**config.mk**
```make
export PLATFORM = sky130hd
export DESIGN_NAME = fib_sequencer
export DESIGN_NICKNAME = d
export VERILOG_FILES = /design/src/rtl/fib_pkg.sv /design/src/rtl/fib_fifo.sv /design/src/rtl/fib_sequencer.sv
export SDC_FILE = /design/constraint.sdc
export NUM_CORES = 1
export LEC_CHECK = 0
export ABC_AREA = 1
export BUFFER_PORTS_ARGS = -buffer_cell sky130_fd_sc_hd__clkbuf_2
export CAP_MARGIN = 5
export CORE_AREA = 3 3 134 136
export DETAILED_ROUTE_END_ITERATION = 6
export DIE_AREA = 0 0 137 139
export GPL_TIMING_DRIVEN = 0
export SLEW_MARGIN = 10
export SYNTH_ARGS = -nofsm -noshare
export SYNTH_HDL_FRONTEND = slang
export SYNTH_HIERARCHICAL = 1
export SYNTH_SLANG_ARGS = --single-unit
```
**constraint.sdc**
```tcl
create_clock -name wb_clk_i -period 2.85 [get_ports wb_clk_i]
set_input_delay 0.7125 -clock wb_clk_i [delete_from_list [all_inputs] [get_ports wb_clk_i]]
set_output_delay 0.7125 -clock wb_clk_i [all_outputs]
set_load 0.02 [all_outputs]
```
**src/rtl/fib_pkg.sv**
```systemverilog
// Shared definitions for the Fibonacci capture sequencer: FSM encoding,
// interrupt bit positions and the default datapath width.
package fib_pkg;

  localparam int FIB_DATA_W = 30;

  // Positions inside the 3-bit irq vector {timeout, overflow, done}
  localparam int IRQ_DONE = 0;
  localparam int IRQ_OVF  = 1;
  localparam int IRQ_TMO  = 2;

  typedef enum logic [2:0] {
    ST_IDLE  = 3'd0,
    ST_CLEAR = 3'd1,
    ST_STEP  = 3'd2,
    ST_WAIT  = 3'd3,
    ST_DONE  = 3'd4
  } state_e;

endpackage

```
**src/rtl/fib_fifo.sv**
```systemverilog
// Show-ahead capture FIFO: head is visible whenever not empty, and a push
// into a full FIFO succeeds only when a pop frees a slot in the same cycle.
module fib_fifo
  import fib_pkg::*;
#(
  parameter int DATA_W = FIB_DATA_W,
  parameter int DEPTH  = 4
) (
  input  logic                   wb_clk_i,
  input  logic                   reset,
  input  logic                   push_i,
  input  logic                   pop_i,
  input  logic [DATA_W-1:0]      data_i,
  output logic [DATA_W-1:0]      head_o,
  output logic                   empty_o,
  output logic                   full_o,
  output logic [$clog2(DEPTH):0] level_o
);

  localparam int AW = $clog2(DEPTH);
  localparam int LW = AW + 1;

  logic [DATA_W-1:0] mem_q [DEPTH];
  logic [AW-1:0]     wr_ptr_q;
  logic [AW-1:0]     rd_ptr_q;
  logic [LW-1:0]     level_q;
  logic              do_push;
  logic              do_pop;

  assign empty_o = (level_q == '0);
  assign full_o  = (level_q == LW'(DEPTH));
  assign do_pop  = pop_i && !empty_o;
  assign do_push = push_i && !reset && (!full_o || do_pop);

  // NOTE: sequential state is updated with non-blocking assignments so every
  // register samples the pre-edge values of its neighbours.
  always_ff @(posedge wb_clk_i) begin
    if (reset) begin
      wr_ptr_q <= '0;
      rd_ptr_q <= '0;
      level_q  <= '0;
    end else begin
      if (do_push) wr_ptr_q <= wr_ptr_q + AW'(1);
      if (do_pop)  rd_ptr_q <= rd_ptr_q + AW'(1);
      level_q <= level_q + LW'(do_push) - LW'(do_pop);
    end
  end

  // NOTE: the storage array has no reset; stale contents are never visible
  // because the head is forced to zero while the FIFO is empty.
  always_ff @(posedge wb_clk_i) begin
    if (do_push) mem_q[wr_ptr_q] <= data_i;
  end

  assign head_o  = empty_o ? '0 : mem_q[rd_ptr_q];
  assign level_o = level_q;

endmodule

```
**src/rtl/fib_sequencer.sv**
```systemverilog
// Run controller for an external Fibonacci datapath: clears/steps it, captures
// each acknowledged value into a show-ahead FIFO and raises pulse interrupts.
module fib_sequencer
  import fib_pkg::*;
#(
  parameter int DATA_W = FIB_DATA_W,
  parameter int DEPTH  = 4,
  parameter int TMO_W  = 8
) (
  input  logic                   wb_clk_i,
  input  logic                   reset,
  input  logic                   cmd_valid,
  output logic                   cmd_ready,
  input  logic [7:0]             cmd_count,
  input  logic                   cmd_clear,
  input  logic                   cmd_abort,
  output logic                   fib_clear,
  output logic                   fib_step,
  input  logic                   fib_ack,
  input  logic [DATA_W-1:0]      fib_val,
  input  logic                   rd_en,
  output logic [DATA_W-1:0]      rd_data,
  output logic                   rd_empty,
  output logic [$clog2(DEPTH):0] rd_level,
  output logic                   busy,
  output logic [7:0]             remaining,
  output logic [2:0]             irq
);

  state_e           state_q;
  logic [7:0]       remaining_q;
  logic [TMO_W-1:0] tmo_q;
  logic             fib_clear_q;
  logic             fib_step_q;
  logic [2:0]       irq_q;

  logic capture;
  logic fifo_full;
  logic fifo_ovf;

  // An ack only counts while waiting for one; a full FIFO with a pop still has room.
  assign capture  = (state_q == ST_WAIT) && fib_ack;
  assign fifo_ovf = capture && fifo_full && !rd_en;

  always_ff @(posedge wb_clk_i) begin
    if (reset) begin
      state_q     <= ST_IDLE;
      remaining_q <= '0;
      tmo_q       <= '0;
      fib_clear_q <= 1'b0;
      fib_step_q  <= 1'b0;
      irq_q       <= '0;
    end else begin
      fib_clear_q     <= 1'b0;
      fib_step_q      <= 1'b0;
      irq_q           <= '0;
      irq_q[IRQ_OVF]  <= fifo_ovf;
      if (capture) remaining_q <= remaining_q - 8'd1;

      case (state_q)
        ST_IDLE: begin
          if (cmd_valid) begin
            remaining_q <= cmd_count;
            if (cmd_count == 8'd0) begin
              state_q         <= ST_DONE;
              irq_q[IRQ_DONE] <= 1'b1;
            end else if (cmd_clear) begin
              state_q     <= ST_CLEAR;
              fib_clear_q <= 1'b1;
            end else begin
              state_q    <= ST_STEP;
              fib_step_q <= 1'b1;
            end
          end
        end
        ST_CLEAR: begin
          if (cmd_abort) begin
            state_q <= ST_IDLE;
          end else begin
            state_q    <= ST_STEP;
            fib_step_q <= 1'b1;
          end
        end
        ST_STEP: begin
          tmo_q   <= '1;
          state_q <= cmd_abort ? ST_IDLE : ST_WAIT;
        end
        ST_WAIT: begin
          // Abort wins over completion and timeout; a same-cycle ack is still captured.
          if (cmd_abort) begin
            state_q <= ST_IDLE;
          end else if (capture) begin
            if (remaining_q == 8'd1) begin
              state_q         <= ST_DONE;
              irq_q[IRQ_DONE] <= 1'b1;
            end else begin
              state_q    <= ST_STEP;
              fib_step_q <= 1'b1;
            end
          end else if (tmo_q == TMO_W'(1)) begin
            state_q        <= ST_IDLE;
            irq_q[IRQ_TMO] <= 1'b1;
          end else begin
            tmo_q <= tmo_q - TMO_W'(1);
          end
        end
        ST_DONE: state_q <= ST_IDLE;
        default: state_q <= ST_IDLE;
      endcase
    end
  end

  fib_fifo #(
    .DATA_W (DATA_W),
    .DEPTH  (DEPTH)
  ) u_fifo (
    .wb_clk_i (wb_clk_i),
    .reset    (reset),
    .push_i   (capture),
    .pop_i    (rd_en),
    .data_i   (fib_val),
    .head_o   (rd_data),
    .empty_o  (rd_empty),
    .full_o   (fifo_full),
    .level_o  (rd_level)
  );

  assign cmd_ready = (state_q == ST_IDLE);
  assign busy      = (state_q != ST_IDLE);
  assign remaining = remaining_q;
  assign fib_clear = fib_clear_q;
  assign fib_step  = fib_step_q;
  assign irq       = irq_q;

endmodule

```
==> flow_summary.json <==
{
  "netlist_instances": 644,
  "synth-xor-area-share": 0.00394,
  "fp.dieW_um": 137,
  "synth_most_common_cell": "nor2_1",
  "rows": 48,
  "gp_congestion": 0.807,
  "grt_use_met3": 0.0501,
  "synth_area_um2": 6680,
  "yosys-mux-area-fraction": 0,
  "crit_top_cell": "clkbuf_2",
  "setup_viol": 0,
  "grt_max_degree": 17,
  "groute.layer.met1.usage": 0.205,
  "synth_top_family_by_area": "simple AND/OR/NAND/NOR gates",
  "worstReg2RegStart": "state_q[1]$_SDFFE_PP0P_",
  "fin_worst_skew_ns": 0.00508,
  "rsz0062_at_grt": "no",
  "hpwl_mm": 10.3,
  "port_buffers": 93,
  "diodes": 0,
  "syn_area_per_cell_um2": 10.4,
  "r2r_end": "u_fifo/mem_q[3][27]$_DFFE_PP_",
  "fillerInstances": 1570,
  "arrival_ns": 1.83,
  "min_from": "tmo_q[7]$_SDFFE_PP0P_",
  "hold_class": "reg2reg",
  "drc_errors": 0,
  "p_leak_nw": 3.24,
  "grt_pass1_wl_mm": 24.3,
  "grt_overflow": 0,
  "design.core.area_um2": 17100,
  "p_per_area_nw_per_um2": 859,
  "synth_compound_area_frac": 0.0992,
  "cp-end-kind": "output port",
  "dieArea_um2": 19000,
  "yosys_register_bits": 153,
  "fin_crit_sh": 0.892,
  "layout-drive-gt1-share": 0.237,
  "dpl_cell_area_um2": 7560,
  "synth-adder-area-share": 0.0199,
  "drt_iter0_markers": 233,
  "critPathSlowestCell": "dfxtp_1",
  "synth_area_leader_cell": "edfxtp_1",
  "drt_pass1_iterations": 5,
  "synthTopCellsByArea": "edfxtp_1 54%, dfxtp_1 9.9%, nor2_1 8.3%",
  "drt-vias-per-instance": 4.95,
  "cts_hold_buf": 0,
  "worstPathMaxFanout": 10,
  "synth-simple-area-share": 0.169,
  "wl_per_cell_um": 15.5,
  "min_period_ns": 2.54,
  "top_level_ports": 94,
  "wirelength_mm": 15.5,
  "synth_cell_types": 40,
  "busiest_layer": "met2",
  "worstPathCellList": "buf_6, inv_4, clkbuf_2, o21ai_1, a21oi_1, clkbuf_2",
  "fin_util": 0.480,
  "post-place-ws_ns": 0.0683,
  "crit_family": "buffers and inverters",
  "r2r_setup_slack_ns": 0.41,
  "cts_sinks": 153,
  "grt_usage": 0.165,
  "fin_area_um2": 8190,
  "max_freq_mhz": 393,
  "cts-resized-gates": 0,
  "syn-num-nets": 699,
  "relSlewSlack": 0.571,
  "ys.flop_type": "edfxtp_1",
  "criticalPathCategory": "reg2out",
  "antenna_found_initial": 1,
  "clkTransAtPathRegs_ns": 0.07,
  "synthArstFlopShare": 0,
  "synth-edff-count": 120,
  "synthTopCellsByCount": "147 x nor2_1, 120 x edfxtp_1, 63 x nand2_1, 63 x o21ai_1, 55 x inv_1",
  "cpPeakStageDelay_ns": 0.31,
  "ys_seq_area_frac": 0.639,
  "insertion_delay_ns": 0.42,
  "vdd_drop_max_mv": 0.470,
  "cts_tree": "done",
  "path_buf_inv": 4,
  "antenna_left": 0,
  "vias": 4938,
  "holdPathEnd": "tmo_q[7]$_SDFFE_PP0P_",
  "cts_buffers": 17,
  "fin_ws_ns": 0.307,
  "yosys_warnings": 6,
  "power_mw": 7.03,
  "drv_slew": 0,
  "cts_setup_buffers": 0,
  "multi_input_area_um2": 1980,
  "holdPathStages": 2,
  "r2r_cells": 7,
  "start_util": 0.391,
  "syn_to_final_growth_pct": 22.6,
  "yosysTopAreaCellShare": 0.540,
  "regArea_um2": 4260,
  "worstMarginPinSlew_ns": 0.641,
  "cts_root_buf": "clkbuf_16",
  "first_global_vias": 4948,
  "max-cap-violations": 0,
  "hold_viol_final": 0,
  "clock_path_buffers": 2,
  "start_kind": "register",
  "required_ns": 2.14,
  "die_h_um": 139,
  "h-tree-depth": 4,
  "grtUsageMet2": 0.275,
  "status": "completed",
  "fin_nets": 815
}
[worst max-delay path by stage]
stage / start / end / slack, ns / cells after the start
CTS: register / rd_data[25] / 0.30 / 6
finish: register / rd_data[25] / 0.31 / 6
global placement: fib_ack / u_fifo/mem_q[3][29]$_DFFE_PP_ / -1.50 / 7
global route: register / rd_data[25] / 0.21 / 6
detailed placement: fib_ack / u_fifo/mem_q[2][4]$_DFFE_PP_ / 0.07 / 8
floorplan: fib_ack / u_fifo/mem_q[0][0]$_DFFE_PP_ / -0.09 / 6
[report_power, final]
group / switching [mW] / leakage [nW] / internal [mW]
sequential: 0.0655 / 1.35 / 2.47
clock: 0.952 / 0.303 / 1.41
combinational: 1.43 / 1.58 / 0.704
total: 2.45 / 3.24 / 4.58
[layer usage]
metal  up-vias  part of all wire
li1       2418                 -
met1      2351              0.44
met2       138              0.49
met3        29             0.055
met4         2             0.018
met5         -           0.00084
[registers in the layout, summed over array words and instances, names as in the netlist, named ones only]
signal,count
u_fifo/wr_ptr_q,2
fib_step,1
irq,3
remaining,8
tmo_q,8
u_fifo/mem_q,120
fib_clear,1
u_fifo/level_o,3
state_q,3
u_fifo/rd_ptr_q,2
[layout by cell type (no fill, tap or decap), types with 5 or more instances in the layout]
master     instances
ha_1               9
dfxtp_1           33
o21ai_0            9
nand2_1           63
nand3_1           27
clkbuf_2          95
edfxtp_1         120
nor2_4             7
o21ai_1           63
inv_2              5
inv_6              5
nor2_1           143
nand4_1            6
buf_4              5
a21oi_1           44
buf_2              9
clkbuf_16         17
inv_1             55
[cell type report]
cell class,count,area share
Multi-Input combinational cell,403,0.241
Sequential cell,153,0.521
Clock inverter,15,0.0243
Tap cell,225,0.0344
Clock buffer,17,0.0520
Buffer,26,0.0278
Inverter,62,0.0289
Timing Repair Buffer,97,0.0703
[worst register-to-register path: stages, from the launching register on]
cell	delay [ns]
dfxtp_1	0.45
nand3_4	0.15
nor2_4	0.19
inv_1	0.10
nor2_4	0.16
nand2_1	0.27
nor2_4	0.59
buf_16	0.24
[through the flow]
stage	hold WS [ns]	setup TNS, ns	instances
after floorplan	0.458	-11.00	644
after global placement	0.473	-173.04	962
after detailed placement	0.483	0	966
after CTS	0.494	0	998
after global routing	0.493	0	998
final	0.495	0	998
[kinds of logic (layout without fill, tap and decap cells)]
logic type | after synthesis | count (layout)
buffers and inverters | 88 | 217
adder cells (fa/ha/maj) | 10 | 10
AO/OA/AOI/OAI | 126 | 126
AND/OR/NAND/NOR | 264 | 264
XOR/XNOR | 3 | 3
flip-flops | 153 | 153
(Power assumes the default switching activity.)
